===== config.mk =====
export PLATFORM = sky130hd
export DESIGN_NAME = alu_cond_writeback
export DESIGN_NICKNAME = d
export VERILOG_FILES = /design/src/rtl/alu_cond_writeback.sv
export SDC_FILE = /design/constraint.sdc
export NUM_CORES = 1
export LEC_CHECK = 0
export CAP_MARGIN = 20
export CORE_MARGIN = 4
export CORE_UTILIZATION = 40
export DETAILED_ROUTE_END_ITERATION = 8
export DONT_BUFFER_PORTS = 1
export SLEW_MARGIN = 20
export SYNTH_ARGS = -nofsm -noshare
export SYNTH_HDL_FRONTEND = slang
export SYNTH_SLANG_ARGS = --single-unit

===== constraint.sdc =====
create_clock -name clk -period 1.94 [get_ports clk]
set_input_delay 0.388 -clock clk [delete_from_list [all_inputs] [get_ports clk]]
set_output_delay 0.388 -clock clk [all_outputs]
set_load 0.01 [all_outputs]

===== src/rtl/alu_cond_writeback.sv =====
// Conditional write-back stage for the shift/ALU datapath.
// Each op goes through three states. In IDLE the op is accepted. In EVAL the
// condition is checked against the architectural NZCV. In COMMIT the op is
// either written back or discarded. The two register-file read ports feed
// operands back upstream with no bypass.
module alu_cond_writeback #(
    parameter int WIDTH = 5,
    parameter int NREGS = 4,
    parameter int CNTW  = 8,
    localparam int AW   = $clog2(NREGS)
) (
    input  logic             clk,
    input  logic             rst_n,
    input  logic             in_valid,
    output logic             in_ready,
    input  logic [WIDTH-1:0] Result,
    input  logic [3:0]       ALUFlags,
    input  logic [3:0]       cond,
    input  logic             setflags,
    input  logic [AW-1:0]    rd,
    input  logic [AW-1:0]    ra1,
    input  logic [AW-1:0]    ra2,
    output logic [WIDTH-1:0] rd1,
    output logic [WIDTH-1:0] rd2,
    output logic [3:0]       Flags,
    output logic             wb_done,
    output logic             wb_skip,
    output logic [CNTW-1:0]  retired,
    output logic [CNTW-1:0]  skipped
);

    typedef enum logic [1:0] {
        IDLE   = 2'd0,
        EVAL   = 2'd1,
        COMMIT = 2'd2
    } state_t;

    state_t           state;
    logic [WIDTH-1:0] regs [NREGS];
    logic [WIDTH-1:0] res_q;
    logic [3:0]       aluflags_q;
    logic [3:0]       cond_q;
    logic             setflags_q;
    logic [AW-1:0]    rd_q;
    logic             cond_ex;

    // ARM condition evaluation; flags are packed {N,Z,C,V}.
    function automatic logic cond_pass(input logic [3:0] c, input logic [3:0] f);
        logic n, z, cf, v;
        n  = f[3];
        z  = f[2];
        cf = f[1];
        v  = f[0];
        case (c)
            4'h0:    cond_pass = z;
            4'h1:    cond_pass = !z;
            4'h2:    cond_pass = cf;
            4'h3:    cond_pass = !cf;
            4'h4:    cond_pass = n;
            4'h5:    cond_pass = !n;
            4'h6:    cond_pass = v;
            4'h7:    cond_pass = !v;
            4'h8:    cond_pass = cf && !z;
            4'h9:    cond_pass = !cf || z;
            4'hA:    cond_pass = (n == v);
            4'hB:    cond_pass = (n != v);
            4'hC:    cond_pass = !z && (n == v);
            4'hD:    cond_pass = z || (n != v);
            default: cond_pass = 1'b1;  // AL, and 0xF is also treated as always
        endcase
    endfunction

    // Counters stick at all-ones instead of wrapping.
    function automatic logic [CNTW-1:0] sat_inc(input logic [CNTW-1:0] x);
        sat_inc = (x == {CNTW{1'b1}}) ? x : x + 1'b1;
    endfunction

    // Combinational read ports; a commit shows up once the commit edge has passed.
    assign rd1 = regs[ra1];
    assign rd2 = regs[ra2];

    // Handshake FSM with the op latch, condition register, register file, flags,
    // pulses and counters.
    always_ff @(posedge clk or negedge rst_n) begin
        if (!rst_n) begin
            state      <= IDLE;
            in_ready   <= 1'b1;
            res_q      <= '0;
            aluflags_q <= '0;
            cond_q     <= '0;
            setflags_q <= 1'b0;
            rd_q       <= '0;
            cond_ex    <= 1'b0;
            Flags      <= '0;
            wb_done    <= 1'b0;
            wb_skip    <= 1'b0;
            retired    <= '0;
            skipped    <= '0;
            for (int i = 0; i < NREGS; i++) begin
                regs[i] <= '0;
            end
        end else begin
            wb_done <= 1'b0;
            wb_skip <= 1'b0;
            case (state)
                IDLE: begin
                    if (in_valid) begin
                        res_q      <= Result;
                        aluflags_q <= ALUFlags;
                        cond_q     <= cond;
                        setflags_q <= setflags;
                        rd_q       <= rd;
                        in_ready   <= 1'b0;
                        state      <= EVAL;
                    end
                end
                EVAL: begin
                    // The condition uses architectural flags, which include the previous commit.
                    cond_ex <= cond_pass(cond_q, Flags);
                    state   <= COMMIT;
                end
                COMMIT: begin
                    if (cond_ex) begin
                        regs[rd_q] <= res_q;
                        if (setflags_q) begin
                            Flags <= aluflags_q;
                        end
                        wb_done <= 1'b1;
                        retired <= sat_inc(retired);
                    end else begin
                        wb_skip <= 1'b1;
                        skipped <= sat_inc(skipped);
                    end
                    in_ready <= 1'b1;
                    state    <= IDLE;
                end
                default: begin
                    in_ready <= 1'b1;
                    state    <= IDLE;
                end
            endcase
        end
    end

endmodule


==> results.json <==
{
  "hold_path_class": "input pin to flop",
  "cts.repair.resized": 0,
  "floorplan.die.width_um": 91.69,
  "timing.critical_path.to_type": "flop",
  "drive_above_1_share": 0.3913,
  "grt_setup_unrepaired": "false",
  "syn-mean-instance-area_um2": 14.90,
  "wire_per_inst_um": 18.12,
  "stdcell_area_um2": 3224,
  "setup_violations": 0,
  "layout_setup_ws_ps": 188.1,
  "clk_latency_ps": 340,
  "floorplan.core_area_um2": 6794,
  "drc_errors": 0,
  "yosys_warnings": 0,
  "port-buffer-count": 0,
  "ys_dominant_reg_cell": "sky130_fd_sc_hd__dfrtp_1",
  "worst_setup_path_endpoint": "skipped[7]$_DFFE_PN0P_",
  "postRouteAntennaNets": 0,
  "drv_cap": 0,
  "netlist-cell-type-count": 32,
  "die_y_um": 91.69,
  "synth_seq_cells": 62,
  "fin_skew_ps": 6.021,
  "p_total_mw": 4.639,
  "floorplan_die_area_um2": 8406,
  "syn_nets": 213,
  "detailedRoute.firstPassIterationCount": 4,
  "number_of_filler_instances_in_the_final_layout": 585,
  "finished_core_util": 0.4746,
  "place_ws_ps": 196.6,
  "netlist_area_um2": 2801,
  "routed-via-count": 1597,
  "number_of_buffers_created_by_cts": 9,
  "floorplan.initialDensity": 0.4123,
  "tritoncts": "yes",
  "critical_path.n_buffers_inverters": 0,
  "fmax_mhz": 570.8,
  "r2r_start": "skipped[0]$_DFFE_PN0P_",
  "worst_reg2reg_path_length_in_cells": 5,
  "detailed_place.area_um2": 2950,
  "async_reset_ff_frac": 1.000,
  "final_min_period_over_clock_period": 0.9030,
  "finalWorstPathRequiredPeriod_ps": 1752,
  "worst_path_largest_cell_delay_ps": 460,
  "post-dp-hpwl_mm": 3.897,
  "timing.setup.critical_path_class": "flop to flop",
  "wire_length_of_the_first_global_routing_pass_mm": 9.087,
  "layout-area-overhead-vs-synth_pct": 15.10,
  "timing.critical_path.fanout_max": 4,
  "grt_overflow_total": 0,
  "final_routed_wirelength_mm": 5.509,
  "placementRows": 30,
  "r2r-end": "skipped[7]$_DFFE_PN0P_",
  "cts.root.buffer_cell": "sky130_fd_sc_hd__clkbuf_8",
  "gp_congestion": 0.7280,
  "clock_tree.buffer_depth": 2,
  "crit_path_start_kind": "flop",
  "cts.htree.levels": 3,
  "finalSetupTns_ps": 0,
  "viasPerCell": 5.253,
  "tritoncts_num_sinks": 62,
  "worstPathCellList": "ha_1 > and3_1 > a311oi_4 > nand3_1 > xnor2_1",
  "initial_antenna_violation_count": 2,
  "postSynthCellCount": 188,
  "finish.net_count": 227,
  "finalHoldViolCount": 0,
  "final_max_slew_viol_count": 0,
  "tightest_slew_ps": 564.8,
  "worst_ir_drop_vdd_v": 0.0005810,
  "p_leak_nw": 1.373,
  "grt_pass1_vias": 1696,
  "worstPathRequired_ps": 2140,
  "io_pins": 56,
  "synth-edff-count": 0,
  "cpMaxStageDelayCell": "sky130_fd_sc_hd__dfrtp_1",
  "worst_setup_hold_path_clk_slew_ps": 60,
  "startpoint": "skipped[0]$_DFFE_PN0P_",
  "timing.reg2reg.setup_slack_ps": 190,
  "max_slew_margin": 0.6221,
  "critPathTopFamily": "flip-flops",
  "arrival_ps": 1960,
  "synth_sequential_area_ratio": 0.5543,
  "cp_num_cells": 5,
  "grt_max_degree": 63,
  "total_routing_resource_utilization_after_global_routing": 0.1446,
  "status": "completed",
  "first_iter_violations": 56,
  "power-per-cell-area_nw_per_um2": 1439
}
worst min path at each step:
stage                          from                endpoint  slack (ps)  cells past startpoint
after global placement        rst_n  retired[2]$_DFFE_PN0P_          90                      0
final                       cond[2]   cond_q[2]$_DFFE_PN0P_         200                      1
after floorplan               rst_n    Flags[0]$_DFFE_PN0P_          90                      0
after CTS                 Result[2]    res_q[2]$_DFFE_PN0P_         180                      1
after detailed placement      rst_n  retired[3]$_DFFE_PN0P_          90                      0
after global routing       setflags  setflags_q$_DFFE_PN0P_         170                      1
layout make-up:
type / count / area [um2] / area share
Sequential cell: 62 / 1553 / 0.4816
Multi-Input combinational cell: 119 / 1225 / 0.3799
Clock buffer: 13 / 168.9 / 0.05239
Tap cell: 96 / 120.1 / 0.03725
Timing Repair Buffer: 8 / 82.58 / 0.02561
Clock inverter: 3 / 65.06 / 0.02018
Inverter: 2 / 7.507 / 0.002328
Antenna cell: 1 / 2.502 / 0.0007761
where the power goes:
| part | internal, mW | switching (mW) | leakage (nW) | total [mW] |
|---|---|---|---|---|
| Sequential | 1.74 | 0.480 | 0.771 | 2.22 |
| Clock | 0.827 | 0.472 | 0.120 | 1.30 |
| Combinational | 0.669 | 0.452 | 0.482 | 1.12 |
| Total | 3.24 | 1.40 | 1.37 | 4.64 |
repair_timing:
item,CTS,global route
hold buffers,2,0
setup buffers,0,0
endpoints found under the hold margin,62,0
cell usage in the layout (no fill, tap or decap), drive strengths merged, types with 5 or more instances in the layout:
master	synthesis	layout
dfrtp	61	61
mux2	42	42
xnor2	13	13
clkbuf	3	13
mux4	10	10
nand2	7	7
buf	2	7
nand3	6	6
nor2	5	5
xor2	5	5
metrics by stage:
step	hold WS (ps)	std cells
2_1_floorplan	92.41	188
3_3_place_gp	94.74	285
3_5_place_dp	94.50	285
4_1_cts	178.6	303
5_1_grt	172.5	304
6_report	200.9	304
sequential cells by signal (all words and copies together) (netlist names):
| name | flops |
|---|---|
| wb_skip | 1 |
| cond_q | 4 |
| Flags | 4 |
| setflags_q | 1 |
| res_q | 5 |
| skipped | 8 |
| rd_q | 2 |
| aluflags_q | 4 |
| regs | 20 |
| wb_done | 1 |
| cond_ex | 1 |
| in_ready | 1 |
| state | 2 |
| retired | 8 |
cell families after synthesis:
kind of cell,share of synthesized area
flip-flops,0.5543
multiplexers,0.2599
AND/OR/NAND/NOR,0.07548
XOR/XNOR,0.05627
AO/OA/AOI/OAI,0.03484
buffers and inverters,0.01027
adder cells (fa/ha/maj),0.008931
cell usage after synthesis (2+ instances only):
cell / number / area share
sky130_fd_sc_hd__mux4_2: 10 / 0.080
sky130_fd_sc_hd__inv_1: 2 / 0.0027
sky130_fd_sc_hd__and3_1: 3 / 0.0067
sky130_fd_sc_hd__nor2_1: 5 / 0.0067
sky130_fd_sc_hd__xor2_1: 5 / 0.016
sky130_fd_sc_hd__nand3_1: 6 / 0.011
sky130_fd_sc_hd__xnor2_1: 13 / 0.041
sky130_fd_sc_hd__mux2_2: 42 / 0.17
sky130_fd_sc_hd__buf_2: 2 / 0.0036
sky130_fd_sc_hd__nor3b_1: 2 / 0.0054
sky130_fd_sc_hd__clkbuf_1: 3 / 0.0040
sky130_fd_sc_hd__dfrtp_1: 61 / 0.54
sky130_fd_sc_hd__ha_1: 2 / 0.0089
sky130_fd_sc_hd__nand2_1: 7 / 0.0094
sky130_fd_sc_hd__nand3b_1: 3 / 0.0080
sky130_fd_sc_hd__nand4_1: 4 / 0.0089
sky130_fd_sc_hd__mux2i_1: 3 / 0.011
per-layer routing:
layer  track usage  vias up  wire, um  share of wire
met1        0.1730      811      2226           0.40
met3       0.07219       10       457          0.083
li1              -      716         -              -
met2        0.2191       58      2727           0.50
met5             0        -        12         0.0022
met4       0.06407        2        84          0.015
worst reg2reg max path, stage by stage (launching register included):
cell                       delay, ps
sky130_fd_sc_hd__dfrtp_1         460
sky130_fd_sc_hd__ha_1            240
sky130_fd_sc_hd__and3_1          270
sky130_fd_sc_hd__a311oi_4        370
sky130_fd_sc_hd__nand3_1         130
sky130_fd_sc_hd__xnor2_1         150
Power figures use the tool's default switching activity.
